`config.mk`:
```
export PLATFORM = sky130hd
export DESIGN_NAME = multicycle_ctrl_fsm
export DESIGN_NICKNAME = d
export VERILOG_FILES = /design/src/rtl/riscv_ctrl_pkg.sv /design/src/rtl/alu_decoder.sv /design/src/rtl/multicycle_ctrl_fsm.sv
export SDC_FILE = /design/constraint.sdc
export NUM_CORES = 1
export LEC_CHECK = 0
export ABC_AREA = 1
export CAP_MARGIN = 25
export CELL_PAD_IN_SITES_DETAIL_PLACEMENT = 1
export CELL_PAD_IN_SITES_GLOBAL_PLACEMENT = 1
export CORE_MARGIN = 5
export CORE_UTILIZATION = 30
export CTS_BUF_LIST = sky130_fd_sc_hd__clkbuf_4 sky130_fd_sc_hd__clkbuf_8
export CTS_CLUSTER_SIZE = 28
export DETAILED_ROUTE_END_ITERATION = 10
export PLACE_DENSITY_LB_ADDON = 0.1
export SYNTH_ARGS = -nofsm -noshare
export SYNTH_HDL_FRONTEND = slang
export SYNTH_SLANG_ARGS = --single-unit
```
`constraint.sdc`:
```
create_clock -name clk -period 2.95 [get_ports clk]
set_clock_uncertainty 0.05 [all_clocks]
set_input_delay 0.7375 -clock clk [delete_from_list [all_inputs] [get_ports clk]]
set_output_delay 0.7375 -clock clk [all_outputs]
set_load 0.005 [all_outputs]
```
`src/rtl/riscv_ctrl_pkg.sv`:
```
// Shared encodings for the multi-cycle RV32I control unit: FSM states, opcodes,
// datapath mux selects and the internal control word.
package riscv_ctrl_pkg;

    localparam logic [6:0] OP_LOAD   = 7'b0000011;
    localparam logic [6:0] OP_STORE  = 7'b0100011;
    localparam logic [6:0] OP_R      = 7'b0110011;
    localparam logic [6:0] OP_I      = 7'b0010011;
    localparam logic [6:0] OP_JAL    = 7'b1101111;
    localparam logic [6:0] OP_BRANCH = 7'b1100011;

    localparam int unsigned IDLE_CNT_W = 4;

    typedef enum logic [3:0] {
        S_IDLE,
        S_FETCH,
        S_DECODE,
        S_MEMADR,
        S_MEMREAD,
        S_MEMWB,
        S_MEMWRITE,
        S_EXECUTER,
        S_EXECUTEI,
        S_ALUWB,
        S_JAL,
        S_BEQ,
        S_ILLEGAL
    } state_t;

    typedef enum logic [1:0] {
        ALUOP_ADD   = 2'b00,
        ALUOP_SUB   = 2'b01,
        ALUOP_FUNCT = 2'b10
    } alu_op_t;

    typedef enum logic [2:0] {
        ALU_ADD = 3'b000,
        ALU_SUB = 3'b001,
        ALU_AND = 3'b010,
        ALU_OR  = 3'b011,
        ALU_SLT = 3'b101
    } alu_ctrl_t;

    typedef enum logic [1:0] {
        RES_ALUOUT    = 2'b00,
        RES_DATA      = 2'b01,
        RES_ALURESULT = 2'b10
    } result_src_t;

    typedef enum logic [1:0] {
        SRCA_PC    = 2'b00,
        SRCA_OLDPC = 2'b01,
        SRCA_RD1   = 2'b10
    } src_a_t;

    typedef enum logic [1:0] {
        SRCB_RD2  = 2'b00,
        SRCB_IMM  = 2'b01,
        SRCB_FOUR = 2'b10
    } src_b_t;

    typedef enum logic [1:0] {
        IMM_I = 2'b00,
        IMM_S = 2'b01,
        IMM_B = 2'b10,
        IMM_J = 2'b11
    } imm_src_t;

    // Per-state control word; pc_update and branch are folded into pc_write at the top.
    typedef struct packed {
        logic        adr_src;
        logic        mem_write;
        logic        ir_write;
        logic        reg_write;
        logic        pc_update;
        logic        branch;
        logic        illegal;
        result_src_t result_src;
        src_a_t      alu_src_a;
        src_b_t      alu_src_b;
        alu_op_t     alu_op;
    } ctrl_t;

    function automatic imm_src_t imm_src_of(input logic [6:0] op);
        case (op)
            OP_STORE:  return IMM_S;
            OP_BRANCH: return IMM_B;
            OP_JAL:    return IMM_J;
            default:   return IMM_I;
        endcase
    endfunction

endpackage

```
`src/rtl/alu_decoder.sv`:
```
// Maps the FSM's coarse ALU request plus funct fields onto the ALU control code.
module alu_decoder
    import riscv_ctrl_pkg::*;
(
    input  alu_op_t    alu_op,
    input  logic [2:0] funct3,
    input  logic       op5,
    input  logic       funct7b5,
    output alu_ctrl_t  alu_control
);

    // NOTE: the output gets a default before any branching, so no path through
    // the block leaves it unassigned and no latch is inferred.
    always_comb begin
        alu_control = ALU_ADD;
        case (alu_op)
            ALUOP_SUB: alu_control = ALU_SUB;
            ALUOP_FUNCT: begin
                case (funct3)
                    // Only register-register ops use funct7b5 to select subtract.
                    3'b000:  alu_control = (op5 & funct7b5) ? ALU_SUB : ALU_ADD;
                    3'b010:  alu_control = ALU_SLT;
                    3'b110:  alu_control = ALU_OR;
                    3'b111:  alu_control = ALU_AND;
                    default: alu_control = ALU_ADD;
                endcase
            end
            default: alu_control = ALU_ADD;
        endcase
    end

endmodule

```
`src/rtl/multicycle_ctrl_fsm.sv`:
```
// Multi-cycle RV32I main controller: Moore FSM sequencing fetch/decode/execute/
// memory/writeback, with a memory-ready stall handshake and a sticky illegal state.
module multicycle_ctrl_fsm
    import riscv_ctrl_pkg::*;
#(
    parameter int unsigned IDLE_CYCLES = 1
) (
    input  logic       clk,
    input  logic       resetn,
    input  logic [6:0] op,
    input  logic [2:0] funct3,
    input  logic       funct7b5,
    input  logic       zero,
    input  logic       mem_ready,
    output logic       pc_write,
    output logic       adr_src,
    output logic       mem_write,
    output logic       ir_write,
    output logic       reg_write,
    output logic [1:0] result_src,
    output logic [1:0] alu_src_a,
    output logic [1:0] alu_src_b,
    output logic [2:0] alu_control,
    output logic [1:0] imm_src,
    output logic       illegal_instr
);

    localparam logic [IDLE_CNT_W-1:0] IDLE_LAST = IDLE_CNT_W'(IDLE_CYCLES - 1);

    state_t                state;
    state_t                state_next;
    logic [IDLE_CNT_W-1:0] idle_cnt;
    logic [IDLE_CNT_W-1:0] idle_cnt_next;
    ctrl_t                 ctrl;
    alu_ctrl_t             alu_ctrl;
    imm_src_t              imm_sel;

    // NOTE: sequential state uses non-blocking assignments so every register
    // samples the pre-edge values and updates together.
    always_ff @(posedge clk or negedge resetn) begin
        if (!resetn) begin
            state    <= S_IDLE;
            idle_cnt <= '0;
        end else begin
            state    <= state_next;
            idle_cnt <= idle_cnt_next;
        end
    end

    always_comb begin
        state_next    = state;
        idle_cnt_next = '0;
        case (state)
            S_IDLE: begin
                idle_cnt_next = idle_cnt + 1'b1;
                if (idle_cnt == IDLE_LAST) state_next = S_FETCH;
            end
            S_FETCH: if (mem_ready) state_next = S_DECODE;
            S_DECODE: begin
                case (op)
                    OP_LOAD, OP_STORE: state_next = S_MEMADR;
                    OP_R:              state_next = S_EXECUTER;
                    OP_I:              state_next = S_EXECUTEI;
                    OP_JAL:            state_next = S_JAL;
                    OP_BRANCH:         state_next = S_BEQ;
                    default:           state_next = S_ILLEGAL;
                endcase
            end
            S_MEMADR:   state_next = (op == OP_LOAD) ? S_MEMREAD : S_MEMWRITE;
            S_MEMREAD:  if (mem_ready) state_next = S_MEMWB;
            S_MEMWB:    state_next = S_FETCH;
            S_MEMWRITE: if (mem_ready) state_next = S_FETCH;
            S_EXECUTER: state_next = S_ALUWB;
            S_EXECUTEI: state_next = S_ALUWB;
            S_ALUWB:    state_next = S_FETCH;
            S_JAL:      state_next = S_ALUWB;
            S_BEQ:      state_next = S_FETCH;
            S_ILLEGAL:  state_next = S_ILLEGAL;
            default:    state_next = S_IDLE;
        endcase
    end

    // Outputs depend on state only, apart from the fetch handshake on mem_ready.
    always_comb begin
        ctrl = '0;
        case (state)
            S_FETCH: begin
                ctrl.alu_src_a  = SRCA_PC;
                ctrl.alu_src_b  = SRCB_FOUR;
                ctrl.alu_op     = ALUOP_ADD;
                ctrl.result_src = RES_ALURESULT;
                ctrl.ir_write   = mem_ready;
                ctrl.pc_update  = mem_ready;
            end
            S_DECODE: begin
                ctrl.alu_src_a = SRCA_OLDPC;
                ctrl.alu_src_b = SRCB_IMM;
            end
            S_MEMADR: begin
                ctrl.alu_src_a = SRCA_RD1;
                ctrl.alu_src_b = SRCB_IMM;
            end
            S_MEMREAD: begin
                ctrl.result_src = RES_ALUOUT;
                ctrl.adr_src    = 1'b1;
            end
            S_MEMWB: begin
                ctrl.result_src = RES_DATA;
                ctrl.reg_write  = 1'b1;
            end
            S_MEMWRITE: begin
                ctrl.result_src = RES_ALUOUT;
                ctrl.adr_src    = 1'b1;
                ctrl.mem_write  = 1'b1;
            end
            S_EXECUTER: begin
                ctrl.alu_src_a = SRCA_RD1;
                ctrl.alu_src_b = SRCB_RD2;
                ctrl.alu_op    = ALUOP_FUNCT;
            end
            S_EXECUTEI: begin
                ctrl.alu_src_a = SRCA_RD1;
                ctrl.alu_src_b = SRCB_IMM;
                ctrl.alu_op    = ALUOP_FUNCT;
            end
            S_ALUWB: begin
                ctrl.result_src = RES_ALUOUT;
                ctrl.reg_write  = 1'b1;
            end
            S_JAL: begin
                ctrl.alu_src_a  = SRCA_OLDPC;
                ctrl.alu_src_b  = SRCB_FOUR;
                ctrl.result_src = RES_ALUOUT;
                ctrl.pc_update  = 1'b1;
            end
            S_BEQ: begin
                ctrl.alu_src_a  = SRCA_RD1;
                ctrl.alu_src_b  = SRCB_RD2;
                ctrl.alu_op     = ALUOP_SUB;
                ctrl.result_src = RES_ALUOUT;
                ctrl.branch     = 1'b1;
            end
            S_ILLEGAL: ctrl.illegal = 1'b1;
            default: ;
        endcase
    end

    // The immediate select follows op directly, but is held at zero while idle.
    always_comb begin
        imm_sel = IMM_I;
        if (state != S_IDLE) imm_sel = imm_src_of(op);
    end

    alu_decoder u_alu_decoder (
        .alu_op      (ctrl.alu_op),
        .funct3      (funct3),
        .op5         (op[5]),
        .funct7b5    (funct7b5),
        .alu_control (alu_ctrl)
    );

    assign pc_write      = ctrl.pc_update | (ctrl.branch & zero);
    assign adr_src       = ctrl.adr_src;
    assign mem_write     = ctrl.mem_write;
    assign ir_write      = ctrl.ir_write;
    assign reg_write     = ctrl.reg_write;
    assign result_src    = ctrl.result_src;
    assign alu_src_a     = ctrl.alu_src_a;
    assign alu_src_b     = ctrl.alu_src_b;
    assign alu_control   = alu_ctrl;
    assign imm_src       = imm_sel;
    assign illegal_instr = ctrl.illegal;

endmodule

```
==> flow_summary.toml <==
[run_status]
status = "finished clean"

[logic_synthesis]
yosys.area.top_type = "dfrtp_1"
synthFlopType = "dfrtp_1"
yosysUniqueCellTypes = 22
avgSynthCellArea_um2 = 6.12
syn_area_um2 = 777
async_reset_ff_frac = 1.00
synth_common_cells = "nand2_1 (27), nor2_1 (24), inv_1 (23)"
synth.net_count = 146
ys_ff_latch = 8
syn_inst = 127
ys_warn_count = 0
synth_most_common_cell = "nand2_1"
yosys.area.top_type_share = 0.258
yosysSeqAreaShare = 0.258
synth_area_leaders = "dfrtp_1 (26%), nand2_1 (13%), nor2_1 (12%), inv_1 (11%), ha_1 (6.4%)"
synth-edff-count = 0

[worst_setup_path]
start_kind = "register"
r2r-end = "state[1]$_DFFE_PN0P_"
critPathCaptureType = "primary output"
critPathRequiredTime_ns = 2.16
reg2regPathDepth = 9
reg2reg_setup_slack_ns = 1.52
crit_type = "register to primary output"
r2r_start = "state[2]$_DFFE_PN0P_"
cp.arrival_ns = 2.01
crit_fanout = 5

[floorplanning]
rows = 18
fp.dieArea_mm2 = 0.00371
die_x_um = 60.9
ios = 32
core_area_mm2 = 0.00248
start_util = 0.314
dieHeight_um = 60.9

[sta]
worstMarginPinSlew_ns = 0.339
tns_ns = 0
period_share = 0.947
layout_min_cycle_time_ns = 2.79
setup_ws_ns = 0.155
relSlewSlack = 0.773
hold_viol = 0
final-setup-viol-count = 0
slew_viol_final = 0
rsz0062_at_grt = "false"
whs_ns = 0.459
fmax_ghz = 0.358

[grt]
first_global_vias = 997
antenna_found_initial = 0
grt_pass1_wl_mm = 4.12
track_usage = 0.145
grt_max_degree = 9
overflow = 0

[power]
power_density_mw_per_mm2 = 666
leakage_nw = 0.637
totalPowerFinal_mw = 0.852
ir_drop_mv = 0.397

[clock_network]
clkLatencyLatePin_ns = 0.24
root_buffer = "clkbuf_4"
htreeDepth = 1
cts.path.max_buffers = 2
clock_sinks = 8
cts_tree = "built"
clk_pin_slew_ns = 0.05
cts_buffers = 3

[drt]
via_per_inst = 4.70
vias = 958
post_drt_wl_per_cell_um = 12.0
drt_iter0_drc = 38
remaining_drc_errors = 0
drt_wl_total_mm = 2.45
ant_nets = 0
drt_pass1_iterations = 4

[layout]
area_delta_synth_final_pct = 64.6
seq_area_um2 = 201
fin_nets = 195
diodes = 0
multi_input_area_um2 = 517
fin_util = 0.516
fillers = 340
layout-drive-gt1-share = 0.190

[place]
place.gp.congestion = 0.779
io_buffers = 31
place.detailed.hpwl_mm = 2.08
post-place-ws_ns = -0.102

[worst_hold_path]
worstHoldStart = "idle_cnt[0]$_DFF_PN0_"
min_to = "idle_cnt[0]$_DFF_PN0_"
hp-class = "register to register"
hold_path_depth = 1

[flow_run]
cap_violations = 0
-- what timing repair did --
action,CTS,global route
resized for setup,3,9
setup endpoints to repair,5,3
setup buffers,1,2
hold buffers,0,0
pin swaps,2,1
-- state kept, by name, indices dropped and copies added, names as in the netlist --
| name | count |
|---|---|
| idle_cnt | 4 |
| state | 4 |
-- critical path, cell delays in order (launching register included) --
cell and delay, ns:
dfrtp_1 0.37, inv_1 0.08, buf_4 0.13, nand2_2 0.10, o21ai_4 0.21, ha_4 0.14
inv_1 0.07, nor3_2 0.16, clkdlybuf4s50_1 0.51
-- metal layers --
metal | part of all wire | GRT usage | up-vias
met1 | 0.46 | 0.187 | 450
met2 | 0.50 | 0.247 | 16
met3 | 0.036 | 0.0255 | 2
met4 | 0.0057 | 0.0372 | 0
li1 | - | - | 490
met5 | 0 | 0 | -
-- cells by family (layout without fill, tap and decap cells) --
kind of cell,Yosys count,after routing,synth area share
XOR/XNOR,2,2,0.0225
buffers and inverters,25,72,0.121
adder cells (fa/ha/maj),4,4,0.0644
AO/OA/AOI/OAI,17,17,0.127
AND/OR/NAND/NOR,71,71,0.407
flip-flops,8,8,0.258
-- where the power goes --
group | total (mW) | internal (mW) | switching, mW
combinational | 0.600 | 0.278 | 0.322
sequential | 0.173 | 0.144 | 0.0293
clock | 0.0779 | 0.0462 | 0.0317
total | 0.852 | 0.468 | 0.383
-- final cells by class --
cell class | instances | share of cell area
multi-input combinational | 94 | 0.404
timing repair buffer | 44 | 0.318
sequential | 8 | 0.158
inverter | 25 | 0.0734
tap | 30 | 0.0294
clock buffer | 3 | 0.0176
-- stage by stage --
stage                     std cells  instance area (um2)
final                           204                 1280
after global routing            204                 1280
after floorplan                 127                  777
after detailed placement        198                 1200
after CTS                       202                 1230
after global placement          198                 1200
-- cells in the final DEF (no fill, tap or decap) --
| cell type | Yosys | final |
|---|---|---|
| ha_4 | 0 | 1 |
| nand2_2 | 3 | 2 |
| nor2_4 | 1 | 1 |
| nand3_1 | 7 | 7 |
| dfrtp_1 | 8 | 7 |
| xor2_1 | 1 | 1 |
| o21ai_4 | 0 | 1 |
| nand2_1 | 27 | 27 |
| clkbuf_4 | 0 | 3 |
| buf_4 | 0 | 13 |
| nor4_1 | 1 | 1 |
| nand4_1 | 1 | 1 |
| nor2_1 | 24 | 24 |
| inv_2 | 2 | 4 |
| dlygate4sd2_1 | 0 | 3 |
| ha_1 | 4 | 3 |
| nand2_4 | 1 | 2 |
| nor3_2 | 0 | 1 |
| o21a_1 | 1 | 1 |
| a21oi_1 | 8 | 7 |
| xnor2_1 | 1 | 1 |
| inv_1 | 23 | 21 |
| clkdlybuf4s50_1 | 0 | 27 |
| o21ai_2 | 2 | 1 |
| nor3_1 | 3 | 2 |
| dlymetal6s2s_1 | 0 | 1 |
| or2_2 | 1 | 1 |
| a21oi_2 | 1 | 2 |
| o21ai_0 | 5 | 5 |
| dfrtp_2 | 0 | 1 |
| nand3b_1 | 2 | 2 |
-- how the worst max path moves through the flow --
stage	cells past startpoint	slack, ns	to	start
2_1_floorplan	6	0.71	alu_control[1]	state[2]$_DFFE_PN0P_
3_3_place_gp	7	-0.06	imm_src[0]	op[5]
3_5_place_dp	7	-0.10	imm_src[0]	op[5]
4_1_cts	6	0.001	alu_control[0]	op[5]
5_1_grt	8	0.004	alu_control[2]	state[3]$_DFFE_PN0P_
6_report	8	0.16	alu_control[2]	state[3]$_DFFE_PN0P_
Power figures use the tool's default switching activity.
